File: config.mk
export PLATFORM = sky130hd
export DESIGN_NAME = pipeline_hazard_controller
export DESIGN_NICKNAME = d
export VERILOG_FILES = /design/src/rtl/pipeline_ctrl_pkg.sv /design/src/rtl/hazard_loaduse_detect.sv /design/src/rtl/pipeline_hazard_controller.sv
export SDC_FILE = /design/constraint.sdc
export NUM_CORES = 1
export LEC_CHECK = 0
export ABC_AREA = 1
export CAP_MARGIN = 20
export CORE_AREA = 2 2 48 94
export DETAILED_ROUTE_END_ITERATION = 16
export DIE_AREA = 0 0 50 96
export HOLD_SLACK_MARGIN = 0.03
export PLACE_DENSITY = 0.75
export SYNTH_ARGS = -nofsm -noshare
export SYNTH_HDL_FRONTEND = slang
export SYNTH_HIERARCHICAL = 1
export SYNTH_SLANG_ARGS = --single-unit
File: constraint.sdc
create_clock -name clock -period 2.5 [get_ports clock]
set_clock_uncertainty 0.05 [all_clocks]
set_input_delay 0.75 -clock clock [delete_from_list [all_inputs] [get_ports clock]]
set_output_delay 0.75 -clock clock [all_outputs]
set_load 0.02 [all_outputs]
File: src/rtl/pipeline_ctrl_pkg.sv
// Shared definitions for the decode-side pipeline control logic: hazard FSM
// state encoding, default register index width and the all-zero control word
// loaded into the ID/EX control buffer when a bubble is inserted.
package pipeline_ctrl_pkg;

  localparam int unsigned REG_ADDR_W_DEF = 5;
  localparam int unsigned CNT_W          = 32;
  localparam int unsigned FLUSH_CNT_W    = 3;

  typedef enum logic [1:0] {
    RUN      = 2'd0,
    FLUSH    = 2'd1,
    MEM_WAIT = 2'd2
  } hz_state_e;

  // Control fields carried in the ID/EX buffer.
  typedef struct packed {
    logic reg_write;
    logic mem_read;
    logic mem_write;
    logic branch;
    logic jump;
  } idex_ctrl_t;

  localparam idex_ctrl_t IDEX_CTRL_BUBBLE = '0;

endpackage

File: src/rtl/hazard_loaduse_detect.sv
// Combinational load-use hazard compare between the ID source operands and
// the destination of a load currently in EX.
// Ports: ID operands/usage flags, EX buffered control and rd; loaduse_c out.
module hazard_loaduse_detect #(
  parameter int unsigned REG_ADDR_W = 5
) (
  input  logic                  id_valid,
  input  logic [REG_ADDR_W-1:0] id_rs1,
  input  logic [REG_ADDR_W-1:0] id_rs2,
  input  logic                  id_uses_rs1,
  input  logic                  id_uses_rs2,
  input  logic                  ex_valid,
  input  logic                  reg_memRead,
  input  logic                  reg_regWrite,
  input  logic [REG_ADDR_W-1:0] ex_rd,
  output logic                  loaduse_c
);

  logic rs1_hit;
  logic rs2_hit;
  logic ex_load;

  // x0 is hard-wired, so a load into it never creates a dependency.
  always_comb begin
    ex_load   = ex_valid & reg_memRead & reg_regWrite & (ex_rd != '0);
    rs1_hit   = id_uses_rs1 & (id_rs1 == ex_rd);
    rs2_hit   = id_uses_rs2 & (id_rs2 == ex_rd);
    loaduse_c = id_valid & ex_load & (rs1_hit | rs2_hit);
  end

endmodule

File: src/rtl/pipeline_hazard_controller.sv
// Hazard controller: turns load-use hazards, EX redirects and data-memory
// busy into stall/flush/bubble controls for PC, IF/ID and the ID/EX buffer.
// Outputs are combinational from state and inputs (zero-cycle reaction).
// Ports: clock, reset (async active-low); ID operands, EX control, branch_taken,
//        mem_busy in; pc_write, ifid_write, ifid_flush, idex_hold, idex_bubble,
//        stall_cycles, flush_cycles out.
// Optional: define HAZARD_PERF_CNT_EN to build the saturating stall/flush
//           performance counters; otherwise both count outputs are tied to 0.
module pipeline_hazard_controller
  import pipeline_ctrl_pkg::*;
#(
  parameter int unsigned CORE         = 0,
  parameter int unsigned REG_ADDR_W   = REG_ADDR_W_DEF,
  parameter int unsigned FLUSH_CYCLES = 1
) (
  input  logic                  clock,
  input  logic                  reset,
  input  logic                  id_valid,
  input  logic [REG_ADDR_W-1:0] id_rs1,
  input  logic [REG_ADDR_W-1:0] id_rs2,
  input  logic                  id_uses_rs1,
  input  logic                  id_uses_rs2,
  input  logic                  ex_valid,
  input  logic                  reg_memRead,
  input  logic                  reg_regWrite,
  input  logic [REG_ADDR_W-1:0] ex_rd,
  input  logic                  branch_taken,
  input  logic                  mem_busy,
  output logic                  pc_write,
  output logic                  ifid_write,
  output logic                  ifid_flush,
  output logic                  idex_hold,
  output logic                  idex_bubble,
  output logic [CNT_W-1:0]      stall_cycles,
  output logic [CNT_W-1:0]      flush_cycles
);

  // Elaboration-time sanity on configuration.
  if (FLUSH_CYCLES < 1 || FLUSH_CYCLES > 8 || CORE > 32'h0000_FFFF) begin : g_bad_cfg
    $error("pipeline_hazard_controller: illegal FLUSH_CYCLES or CORE");
  end

  hz_state_e              state_q, state_d;
  logic [FLUSH_CNT_W-1:0] flush_cnt_q, flush_cnt_d;
  logic                   pending_redirect_q, pending_redirect_d;

  logic loaduse;
  logic redirect;
  logic do_run;
  logic take_redirect;

  hazard_loaduse_detect #(
    .REG_ADDR_W (REG_ADDR_W)
  ) u_loaduse (
    .id_valid     (id_valid),
    .id_rs1       (id_rs1),
    .id_rs2       (id_rs2),
    .id_uses_rs1  (id_uses_rs1),
    .id_uses_rs2  (id_uses_rs2),
    .ex_valid     (ex_valid),
    .reg_memRead  (reg_memRead),
    .reg_regWrite (reg_regWrite),
    .ex_rd        (ex_rd),
    .loaduse_c    (loaduse)
  );

  // Next-state and Mealy output logic.
  always_comb begin
    state_d            = state_q;
    flush_cnt_d        = flush_cnt_q;
    pending_redirect_d = pending_redirect_q;
    pc_write           = 1'b1;
    ifid_write         = 1'b1;
    ifid_flush         = 1'b0;
    idex_hold          = 1'b0;
    idex_bubble        = 1'b0;
    redirect           = ex_valid & branch_taken;
    do_run             = 1'b0;
    take_redirect      = 1'b0;

    case (state_q)
      RUN: do_run = 1'b1;

      FLUSH: begin
        if (mem_busy) begin
          // Freeze wins over the flush; count is held until memory frees up.
          pc_write   = 1'b0;
          ifid_write = 1'b0;
          idex_hold  = 1'b1;
        end else begin
          ifid_flush  = 1'b1;
          idex_bubble = 1'b1;
          if (flush_cnt_q == '0) begin
            state_d = RUN;
          end else begin
            flush_cnt_d = flush_cnt_q - FLUSH_CNT_W'(1);
          end
        end
      end

      MEM_WAIT: begin
        if (mem_busy) begin
          pc_write           = 1'b0;
          ifid_write         = 1'b0;
          idex_hold          = 1'b1;
          pending_redirect_d = pending_redirect_q | redirect;
        end else if (pending_redirect_q) begin
          take_redirect      = 1'b1;
          pending_redirect_d = 1'b0;
        end else begin
          do_run  = 1'b1;
          state_d = RUN;
        end
      end

      default: state_d = RUN;
    endcase

    // Normal-flow priority: mem_busy > redirect > load-use.
    if (do_run) begin
      if (mem_busy) begin
        pc_write           = 1'b0;
        ifid_write         = 1'b0;
        idex_hold          = 1'b1;
        state_d            = MEM_WAIT;
        pending_redirect_d = redirect;
      end else if (redirect) begin
        take_redirect = 1'b1;
      end else if (loaduse) begin
        pc_write    = 1'b0;
        ifid_write  = 1'b0;
        idex_bubble = 1'b1;
      end
    end

    // First redirect cycle; remaining FLUSH_CYCLES-1 cycles run in FLUSH.
    if (take_redirect) begin
      pc_write    = 1'b1;
      ifid_write  = 1'b1;
      ifid_flush  = 1'b1;
      idex_bubble = 1'b1;
      if (FLUSH_CYCLES > 1) begin
        state_d     = FLUSH;
        flush_cnt_d = FLUSH_CNT_W'(FLUSH_CYCLES - 2);
      end else begin
        state_d = RUN;
      end
    end

    // Reset holds the front end flushed and the PC frozen.
    if (!reset) begin
      pc_write    = 1'b0;
      ifid_write  = 1'b0;
      ifid_flush  = 1'b1;
      idex_hold   = 1'b0;
      idex_bubble = 1'b1;
    end
  end

  // FSM state registers.
  always_ff @(posedge clock or negedge reset) begin
    if (!reset) begin
      state_q            <= RUN;
      flush_cnt_q        <= '0;
      pending_redirect_q <= 1'b0;
    end else begin
      state_q            <= state_d;
      flush_cnt_q        <= flush_cnt_d;
      pending_redirect_q <= pending_redirect_d;
    end
  end

`ifdef HAZARD_PERF_CNT_EN
  logic [CNT_W-1:0] stall_cycles_q, stall_cycles_d;
  logic [CNT_W-1:0] flush_cycles_q, flush_cycles_d;

  // Saturating event counters; reset cycles never count since flops are held.
  always_comb begin
    stall_cycles_d = stall_cycles_q;
    flush_cycles_d = flush_cycles_q;
    if (!pc_write && (stall_cycles_q != '1)) begin
      stall_cycles_d = stall_cycles_q + CNT_W'(1);
    end
    if (ifid_flush && (flush_cycles_q != '1)) begin
      flush_cycles_d = flush_cycles_q + CNT_W'(1);
    end
  end

  always_ff @(posedge clock or negedge reset) begin
    if (!reset) begin
      stall_cycles_q <= '0;
      flush_cycles_q <= '0;
    end else begin
      stall_cycles_q <= stall_cycles_d;
      flush_cycles_q <= flush_cycles_d;
    end
  end

  assign stall_cycles = stall_cycles_q;
  assign flush_cycles = flush_cycles_q;
`else
  assign stall_cycles = '0;
  assign flush_cycles = '0;
`endif

endmodule

==> results.ini <==
[synth]
async_flop_share=1.00
yosys.cell_count.top_type=buf_4
synth_top_cell_by_area=buf_4
synth_simple_gate_area_frac=0.263
ys_seq_area_frac=0.127
synth_xor_area_frac=0.00738
yosys-top-cells-count=buf_4 (65), nand2_1 (41), inv_1 (20)
synthMuxAreaShare=0
synth_area_mm2=0.00119
synth_area_per_cell_um2=6.38
synth_ff_type=dfrtp_1
ys_ff_latch=6
synth_top_family_by_area=buffers and inverters
synth_edf_count=0
syn_inst=186
synth-warning-count=6
synth-adder-area-share=0.0633
yosysTopAreaCellShare=0.411
synthTopCellsByArea=buf_4 (41%), nand2_1 (13%), dfrtp_1 (13%)
synth_compound_area_frac=0.0496
ys_types=19

[detailed_routing]
antenna_left=0
finalWirelength_um=2500
vias_per_cell=3.79
dr.pass1.iters=4
drcViolationCount=0
num_vias=1076
first_iter_violations=9
wl_per_cell_um=8.79

[place]
hpwl_um=2140
place_worst_setup_slack_ns=-1.13
place_congestion=0.800
io_buffer_count=29

[worst_setup_path]
crit_path_end_kind=output pin
startpoint_type=input port
rrSetupSlack_ns=1.04
worstPathRequired_ns=1.70
critical_path_class=in -> out
worstPathArrival_ns=1.90
critPathMaxFanout=4

[clock_tree]
clkTransAtPathRegs_ns=0.03
clk_latency_ns=0.22
cts.sinks=6
numCtsBuffers=3
hold_buffers=0
cts_tree=yes
cts_root_buf=clkbuf_8
htree_levels=1
clock_path_buffers=2

[power]
powerDensity_mw_per_mm2=473
max-vdd-ir-drop_mv=0.180
p_leak_nw=0.872

[die]
dieHeight_um=96
die_x_um=50
io_pins=94
die_area_mm2=0.00480
rows=33
fp.coreArea_mm2=0.00409
initial_utilization=0.290

[sta]
slew_viol_final=0
final-setup-viol-count=3
grt_setup_unrepaired=yes
period_minus_slack_ns=2.70
fmax_mhz=371
fin_crit_sh=1.08
timing.final.hold_violations=0
setup_ws_ns=-0.197

[flow_run]
drv_cap=0

[grt]
gr-total-overflow=0
grt_max_degree=7
grt_pass1_vias=928
grt_usage=0.106
grt_pass1_wl_um=3840
antenna_found_initial=0

[layout]
final_layout_size_suffix_gt1_frac=0.289
final_util=0.361
register_area_um2=150
layout.nets=265
fillers=466
area_growth_pct=24.3
n_antenna_cell=0
multi_input_area_um2=737

[status]
status=complete, but fails checks
violations=setup timing

[hold_path]
hold_class=reg -> reg

[registers in the layout, summed over array words and instances, names as in the netlist]
name	count
flush_cnt_q	3
pending_redirect_q	1
state_q	2
[per-layer routing]
| metal | up-vias | track usage | share of wire |
|---|---|---|---|
| met1 | 454 | 0.0949 | 0.31 |
| met4 | 0 | 0.0625 | 0.037 |
| met5 | - | 0 | 0 |
| li1 | 528 | - | - |
| met2 | 84 | 0.213 | 0.53 |
| met3 | 10 | 0.0140 | 0.12 |
[where the power goes]
part	total [mW]	leakage [nW]	internal (mW)	switching, mW
Combinational	0.433	0.775	0.168	0.265
Sequential	0.125	0.0755	0.114	0.0110
Clock	0.139	0.0216	0.103	0.0363
Total	0.697	0.872	0.384	0.313
[metrics by stage]
stage          hold WS, ns  setup TNS, ns  cells  cell area, µm²  total power [mW]
4_1_cts              0.438         -0.501    284            1430             0.691
2_1_floorplan        0.403              0    249            1430             0.460
6_report             0.433         -0.499    284            1470             0.697
5_1_grt              0.457         -0.860    284            1470             0.763
3_5_place_dp         0.429          -4.71    280            1410             0.553
3_3_place_gp         0.419          -4.70    280            1410             0.546
[logic make-up after synthesis]
family                     Yosys count
xor gates and xnor gates             1
AOI/OAI and AO/OA                   11
DFF                                  6
buffers and inverters               89
and+or+nand+nor                     72
adders and majority gates            6
other                                1
[layout make-up]
type                            instances  area share
Timing Repair Buffer                   45       0.263
Multi-Input combinational cell        154       0.500
Sequential cell                         6       0.102
Clock buffer                            3      0.0280
Tap cell                               52      0.0441
Inverter                               24      0.0628
[critical path, stage by stage]
cell	delay (ns)
buf_8	0.11
nand2_1	0.07
nand2_2	0.06
nor2_2	0.11
nand3_1	0.11
a21oi_2	0.16
inv_2	0.05
o21ai_2	0.11
nand2_1	0.06
nor2_1	0.11
nor2_2	0.07
buf_6	0.13
[worst paths after layout]
path,cells after the start,end,start
max in group asynchronous,2,flush_cnt_q[0],reset
worst max register to register,8,pending_redirect_q,state_q[0]
worst min-delay path,2,flush_cnt_q[2],flush_cnt_q[2]
worst min register to register,2,flush_cnt_q[2],flush_cnt_q[2]
worst max-delay path,12,pc_write,ex_rd[0]
min in group asynchronous,2,state_q[0],reset
[timing repair]
action,CTS,global route
resized for setup,109,17
pin swaps,34,16
endpoints found under the setup margin,5,5
setup buffers,1,0
[cell usage in the layout, fill, tap and decap left out, types with 2 or more instances in the layout]
| cell type | n |
|---|---|
| nand2_1 | 34 |
| ha_1 | 6 |
| dlygate4sd2_1 | 4 |
| buf_6 | 10 |
| a21oi_2 | 2 |
| clkbuf_8 | 3 |
| nand3_1 | 7 |
| dfrtp_1 | 6 |
| nand2_2 | 9 |
| nor2_2 | 4 |
| buf_2 | 8 |
| buf_4 | 16 |
| inv_1 | 17 |
| nor2_4 | 2 |
| nand4_1 | 3 |
| clkdlybuf4s15_1 | 3 |
| inv_2 | 6 |
| nand3_2 | 2 |
| nor2_1 | 11 |
| a21oi_1 | 3 |
| o21ai_0 | 4 |
| conb_1 | 64 |
(Power assumes the default switching activity.)
